<file path="config.mk">
export PLATFORM = sky130hd
export DESIGN_NAME = control_unit
export DESIGN_NICKNAME = d
export VERILOG_FILES = /design/src/rtl/control_unit.sv
export SDC_FILE = /design/constraint.sdc
export NUM_CORES = 1
export LEC_CHECK = 0
export BUFFER_PORTS_ARGS = -buffer_cell sky130_fd_sc_hd__buf_2
export CAP_MARGIN = 30
export CORE_MARGIN = 2
export CORE_UTILIZATION = 45
export CTS_BUF_LIST = sky130_fd_sc_hd__clkbuf_8 sky130_fd_sc_hd__clkbuf_16
export DETAILED_ROUTE_END_ITERATION = 12
export GPL_TIMING_DRIVEN = 1
export PLACE_DENSITY = 0.79
export SLEW_MARGIN = 10
export SYNTH_ARGS = -nofsm -noshare
export SYNTH_HDL_FRONTEND = slang
export SYNTH_SLANG_ARGS = --single-unit
</file>
<file path="constraint.sdc">
create_clock -name clk -period 2.2 [get_ports clk]
set_clock_uncertainty 0.1 [all_clocks]
set_input_delay 0.33 -clock clk [delete_from_list [all_inputs] [get_ports clk]]
set_output_delay 0.33 -clock clk [all_outputs]
set_load 0.05 [all_outputs]
</file>
<file path="src/rtl/control_unit.sv">
// rtl/control_unit.sv - multicycle fetch/decode/execute sequencer for the Redux-V 8-bit core
//
// Ports:
//   clk, rst_n                 clock (rising edge), asynchronous active-low reset
//   instr[7:0]                 instruction at address pc (combinational ROM)
//   pc[7:0]                    program counter / instruction address
//   reg_a[7:0], reg_b[7:0]     reg_bank read data for r_a / r_b
//   alu_result[7:0]            ALU output
//   mem_rdata[7:0], mem_ready  data memory read data / access complete
//   r_a, r_b, write_addr       reg_bank addresses (IR[3:2], IR[1:0], IR[3:2])
//   write_enable, write_data   reg_bank write strobe / data
//   alu_op, alu_b_imm, imm     ALU control and immediate operand
//   mem_addr, mem_wdata        data memory address (reg_b) / store data (reg_a)
//   mem_read, mem_write        load / store strobes
//   halted                     core stopped until reset
module control_unit #(
    parameter logic [7:0] RESET_PC = 8'h00
) (
    input  logic       clk,
    input  logic       rst_n,
    input  logic [7:0] instr,
    output logic [7:0] pc,
    input  logic [7:0] reg_a,
    input  logic [7:0] reg_b,
    input  logic [7:0] alu_result,
    input  logic [7:0] mem_rdata,
    input  logic       mem_ready,
    output logic [1:0] r_a,
    output logic [1:0] r_b,
    output logic [1:0] write_addr,
    output logic       write_enable,
    output logic [7:0] write_data,
    output logic [3:0] alu_op,
    output logic       alu_b_imm,
    output logic [7:0] imm,
    output logic [7:0] mem_addr,
    output logic [7:0] mem_wdata,
    output logic       mem_read,
    output logic       mem_write,
    output logic       halted
);

    typedef enum logic [1:0] {
        S_FETCH   = 2'd0,
        S_DECODE  = 2'd1,
        S_EXECUTE = 2'd2,
        S_HALT    = 2'd3
    } state_t;

    localparam logic [3:0] OP_BRZR = 4'b0000;
    localparam logic [3:0] OP_JI   = 4'b0001;
    localparam logic [3:0] OP_LD   = 4'b0010;
    localparam logic [3:0] OP_ST   = 4'b0011;
    localparam logic [3:0] OP_ADDI = 4'b0100;
    localparam logic [3:0] OP_NOT  = 4'b0101;
    localparam logic [3:0] OP_ADD  = 4'b1001;
    localparam logic [3:0] OP_SRL  = 4'b1100;
    localparam logic [3:0] OP_HALT = 4'b1111;

    state_t     state_q, state_d;
    logic [7:0] pc_q, pc_d;
    logic [7:0] ir_q, ir_d;

    logic [3:0] opcode;
    logic       in_exec;
    logic       is_mem;
    logic       is_alu_wr;
    logic [7:0] pc_inc;
    logic [7:0] ji_offset;

    assign opcode    = ir_q[7:4];
    assign in_exec   = (state_q == S_EXECUTE);
    assign is_mem    = (opcode == OP_LD) || (opcode == OP_ST);
    assign is_alu_wr = (opcode == OP_ADDI) || ((opcode >= OP_NOT) && (opcode <= OP_SRL));
    assign pc_inc    = pc_q + 8'd1;
    // 4-bit signed offset; 8-bit add wraps naturally in both directions
    assign ji_offset = {{4{ir_q[3]}}, ir_q[3:0]};

    always_comb begin
        state_d = state_q;
        pc_d    = pc_q;
        ir_d    = ir_q;
        case (state_q)
            S_FETCH: begin
                ir_d    = instr;
                state_d = S_DECODE;
            end
            S_DECODE: begin
                state_d = S_EXECUTE;
            end
            S_EXECUTE: begin
                // Memory ops hold here, with pc and IR frozen, until the access completes
                if (!(is_mem && !mem_ready)) begin
                    state_d = (opcode == OP_HALT) ? S_HALT : S_FETCH;
                    case (opcode)
                        OP_BRZR: pc_d = (reg_a == 8'h00) ? reg_b : pc_inc;
                        OP_JI:   pc_d = pc_q + ji_offset;
                        default: pc_d = pc_inc;
                    endcase
                end
            end
            default: begin
                state_d = S_HALT;
            end
        endcase
    end

    always_ff @(posedge clk or negedge rst_n) begin
        if (!rst_n) begin
            state_q <= S_FETCH;
            pc_q    <= RESET_PC;
            ir_q    <= 8'h00;
        end else begin
            state_q <= state_d;
            pc_q    <= pc_d;
            ir_q    <= ir_d;
        end
    end

    // Outputs are decoded from state and IR so that an asynchronous reset
    // removes every strobe immediately, without waiting for a clock edge.
    assign pc           = pc_q;
    assign r_a          = ir_q[3:2];
    assign r_b          = ir_q[1:0];
    assign write_addr   = ir_q[3:2];
    assign alu_b_imm    = (opcode == OP_ADDI);
    assign alu_op       = (opcode == OP_ADDI) ? OP_ADD : opcode;
    assign imm          = {6'b0, ir_q[1:0]};
    assign mem_addr     = reg_b;
    assign mem_wdata    = reg_a;
    assign mem_read     = in_exec && (opcode == OP_LD);
    assign mem_write    = in_exec && (opcode == OP_ST);
    // Loads write only in the completing cycle, so at most one pulse per instruction
    assign write_enable = in_exec && (is_alu_wr || ((opcode == OP_LD) && mem_ready));
    assign write_data   = (opcode == OP_LD) ? mem_rdata : alu_result;
    assign halted       = (state_q == S_HALT);

endmodule
</file>
# [After elaboration in Yosys (flattened, before gate mapping)]
# Cells that the tools add are included.
# Widths: inputs -> output; s select.
[classes] add_sub_neg=2 n_lt_le_gt_ge=2 n_eq_ne=9 n_mux=7 bitwise_logic=1 n_reduce_logical=14
[ops] operator="$mux 8" n=2
[ops] operator="$pmux 8 s2" n=1
[ops] operator="$add 8x1->8 const B" n=1
[ops] operator="$add 8x8->8" n=1
[ops] operator="$eq 4x2->1 const B" n=2
[ops] operator="$logic_not 8->1" n=1
[ops] operator="$logic_and 1x1->1" n=6
[ops] operator="$pmux 2 s3" n=1
[ops] operator="$eq 2x2->1 const B" n=2
[ops] operator="$eq 4x1->1 const B" n=1
[ops] operator="$eq 4x3->1 const B" n=1
[ops] operator="$eq 4x4->1 const B" n=1
[ops] operator="$ge 4x3->1 const B" n=1
[ops] operator="$le 4x4->1 const B" n=1
[ops] operator="$logic_not 4->1" n=1
[ops] operator="$mux 2" n=2
[ops] operator="$mux 4" n=1
[ops] operator="$logic_or 1x1->1" n=3
[ops] operator="$eq 2x1->1 const B" n=1
[ops] operator="$logic_not 2->1" n=1
[ops] operator="$ne 2x2->1 const B" n=1
[ops] operator="$reduce_and 2->1" n=1
[ops] operator="$logic_not 1->1" n=1
[ops] operator="$not 1->1" n=1
[word_totals] regBits=18 input_bits=43 output_inout_bits=55 wordCells=38

# [Longest topological paths before layout]
[logic_depth] depth_word=5 depth_mapped=9 mapped_depth_nobuf=9

# [Worst setup path after synthesis]
# Ideal clock, no wire load.
[synth_path] kind="reg-to-output" startpoint="reg ir_q[4]" endpoint="out alu_op[2]" t_arrival_ns=1.854 required_ns=1.770 path_slack_ns=-0.084 stages_incl_launch_ff=6 path_buffers=1 path_cell_list="dfrtp_1 buf_2 nor2_1 nand2_1 nor2_1 nor2b_1"
[synth_between] elab_chain_len=2
[synth_rtl] element="start, declared" line="62" text="logic [7:0] ir_q, ir_d;"
[synth_rtl] element="start signal, assigned" line="116" text="ir_q <= ir_d;"
[synth_rtl] element="$eq 4x3->1"
[synth_rtl] element="via alu_b_imm" line="34" text="output logic alu_b_imm,"
[synth_rtl] element="$mux 4" line="127" text="assign alu_op = (opcode == OP_ADDI) ? OP_ADD : opcode;"
[synth_rtl] element="end, declared" line="33" text="output logic [3:0] alu_op,"
# The timed path passes the listed nets, and every way through them passes these cells.

# [Final worst setup path]
[layout_path] startpoint="reg ir_q[7]" endpoint="out write_data[0]"
[layout_between] elab_chain_len=2
[layout_rtl] element="$eq 4x2->1" line="135" text="assign write_data = (opcode == OP_LD) ? mem_rdata : alu_result;"
[layout_rtl] element="$mux 8" line="135"
[layout_rtl] element="end, declared" line="32" text="output logic [7:0] write_data,"
# Every way passes these cells.

==> results.json <==
{
  "antenna_cell_count": 0,
  "worst_hold_path_type": "in2reg",
  "endpoint_arrival_time_on_the_critical_path_ns": 1.64,
  "die-area_sq_um": 4510,
  "grt_overflow_total": 0,
  "detail_route_antenna_nets": 0,
  "drive_gt1_frac": 0.509,
  "placed_cells_incl_taps": 330,
  "rows": 22,
  "floorplan.die.width_um": 67.2,
  "total_vias_in_the_final_route": 1848,
  "design.final.nets": 346,
  "synth.lib_cells_used.distinct": 51,
  "cts_made_buffers": 3,
  "crit_top_cell": "sky130_fd_sc_hd__nor2_4",
  "clock.fmax_ghz": 0.482,
  "postRouteWirelength_mm": 5.03,
  "ctsRootBufferMaster": "sky130_fd_sc_hd__clkbuf_8",
  "ys_seq_area_frac": 0.251,
  "clkTransAtPathRegs_ns": 0.07,
  "finished_cell_area_sq_um": 2340,
  "core_area_sq_um": 3740,
  "portBuffers": 91,
  "synth_enable_flop_cells": 0,
  "yosys.area_share.adder": 0.0669,
  "cts-htree-levels": 1,
  "timing.final.crit_share": 0.942,
  "leak_nw": 1.13,
  "fin_hold_ws_ns": 0.179,
  "worstSetupStartpointType": "flop",
  "vertical_die_dimension_um": 67.2,
  "post_drt_wl_per_cell_um": 14.7,
  "weighted_congestion_at_the_end_of_routability_driven_global_placement": 0.841,
  "pin_count": 98,
  "timing_worst_setup_path_type": "reg2out",
  "async_flop_share": 1.00,
  "dominant_combinational_cell_family_by_area_after_synthesis": "compound AO/OA/AOI/OAI gates",
  "synth-compound-area-share": 0.191,
  "syn_to_final_growth_pct": 30.5,
  "final-setup-viol-count": 0,
  "syn-instance-count": 213,
  "synth.ff_latch_count": 18,
  "cts_num_sinks": 18,
  "yosys.area_share.simple": 0.183,
  "synthesis.area_sq_um": 1800,
  "crit_chain": "nor2_4 > nand2_4 > nor2_4 > mux2_2 > clkbuf_4",
  "final_core_utilization": 0.626,
  "grt_pass1_vias": 1613,
  "detail_route.iter0.violations": 141,
  "synth_xor_area_frac": 0.0390,
  "detailedPlacementHpwl_mm": 3.72,
  "postSynthAreaPerCell_sq_um": 8.43,
  "number_of_maximum_capacitance_constraint_violations": 0,
  "result_of_the_run": "finished, final reports clean",
  "cp-end-kind": "output port",
  "cp_slowest_stage_delay_ns": 0.41,
  "finish.cell_count_without_fillers": 341,
  "yosys_warnings": 0,
  "post-route-min-period_ns": 2.07,
  "initial_utilization": 0.480,
  "detail_route.drc_violations": 0,
  "largest_net_degree_at_the_start_of_global_routing": 19,
  "tritoncts_clock_tree": "built",
  "ctsLongestPathBuffers": 2,
  "routed_via_density": 5.42,
  "layout.cells.most_common": "sky130_fd_sc_hd__buf_2",
  "synth_ff_type": "sky130_fd_sc_hd__dfrtp_1",
  "ir_worst_vdd_mv": 1.24,
  "cellPowerDensity_nw_per_um2": 1820,
  "muxShareOfSynthArea": 0.0990,
  "num-fill-cells": 337,
  "grt_pass1_wl_mm": 7.50,
  "grt_util_all_layers": 0.217,
  "worstPathRequired_ns": 1.77,
  "finalHoldViolCount": 0,
  "final_cell_mix": "89 x sky130_fd_sc_hd__buf_2, 19 x sky130_fd_sc_hd__nand2_1, 16 x sky130_fd_sc_hd__buf_4",
  "final_max_slew_viol_count": 0,
  "drt_first_pass_iters": 4,
  "path_max_fanout": 5,
  "antenna_violations_before_repair": 0,
  "dpl-instance-area_sq_um": 2150,
  "critical_path.slowest_cell": "sky130_fd_sc_hd__dfrtp_1",
  "clk_latency_worst_skew_pair_ns": 0.26
}
==> cells in the mapped netlist, drive strengths merged, types with 2 or more instances <==
cell type	number	share of area
buf	36	0.15
nand2	20	0.042
dfrtp	18	0.25
mux2	14	0.088
nor2	14	0.031
o21ai	14	0.041
a21oi	11	0.033
ha	8	0.056
inv	6	0.013
nand3	6	0.017
nor3	6	0.020
nor2b	4	0.014
xnor2	4	0.020
xor2	4	0.020
a22o	3	0.015
clkbuf	3	0.0063
nor3b	3	0.013
a22oi	2	0.0084
a31oi	2	0.0070
and2	2	0.0070
and3	2	0.0070
mux2i	2	0.011
nand2b	2	0.0070
nand4	2	0.0070
nor4	2	0.0070
o211a	2	0.011
o211ai	2	0.0084
o21a	2	0.0084
o31ai	2	0.0084
or3	2	0.0098
==> through the flow <==
stage	setup slack [ns]	TNS [ns]	total power, mW
floorplan	0.0810	0	3.15
global placement	0.144	0	3.64
detailed placement	0.0710	0	3.70
CTS	0.0361	0	4.02
global route	-0.00965	-0.00990	4.58
finish	0.127	0	4.27
==> state kept, by name, summed over array words and instances, names as in the netlist <==
signal,flops
ir_q,8
pc,8
state_q,2
==> what timing repair did <==
action | in CTS | in global routing
endpoints found under the hold margin | 18 | 0
resized for setup | 2 | 12
setup endpoints to repair | 8 | 10
hold buffers | 1 | 0
cloned | 1 | 0
pin swaps | 1 | 1
setup buffers | 0 | 5
==> cells by family after synthesis <==
family / Yosys count
and+or+nand+nor: 66
AOI/OAI and AO/OA: 50
buffers and inverters: 45
DFF: 18
muxes: 16
adders and majority gates: 9
xor gates and xnor gates: 8
other: 1
==> layer usage <==
layer	track usage	vias up	wire length, um
met4	0.0306	0	17
met3	0.0367	2	386
li1	-	884	-
met5	0	-	0
met1	0.289	875	2080
met2	0.376	87	2540
==> worst paths after layout <==
check                                 from             to  slack, ns  cells after the start
min in group asynchronous            rst_n          pc[6]       0.45                      2
worst max-delay path               ir_q[7]  write_data[0]       0.13                      5
max in group asynchronous            rst_n          pc[1]       1.21                      2
worst min-delay path              instr[1]        ir_q[1]       0.18                      3
worst min register to register  state_q[0]     state_q[1]       0.44                      1
worst max register to register     ir_q[3]          pc[7]       0.13                      7
==> worst max-delay path, delay by kind of cell, from the launching register on <==
family	cells	cell delay, ns
muxes	1	0.37
buffers and inverters	1	0.21
DFF	1	0.41
and+or+nand+nor	3	0.39
==> report_power, final <==
part | total (mW) | leakage (nW) | switching [mW] | internal (mW)
Combinational | 3.26 | 0.893 | 2.07 | 1.19
Clock | 0.280 | 0.0288 | 0.121 | 0.159
Sequential | 0.730 | 0.203 | 0.230 | 0.500
==> cell type report <==
type	count	area (sq um)	share of cell area
repair buffers	109	602	0.257
inverters	6	22.5	0.00961
flip-flops and latches	18	458	0.195
multi-input cells	156	1150	0.489
well taps	48	60.1	0.0256
clock buffers	4	55.1	0.0235
No activity file was read; power rests on OpenSTA's default activity.
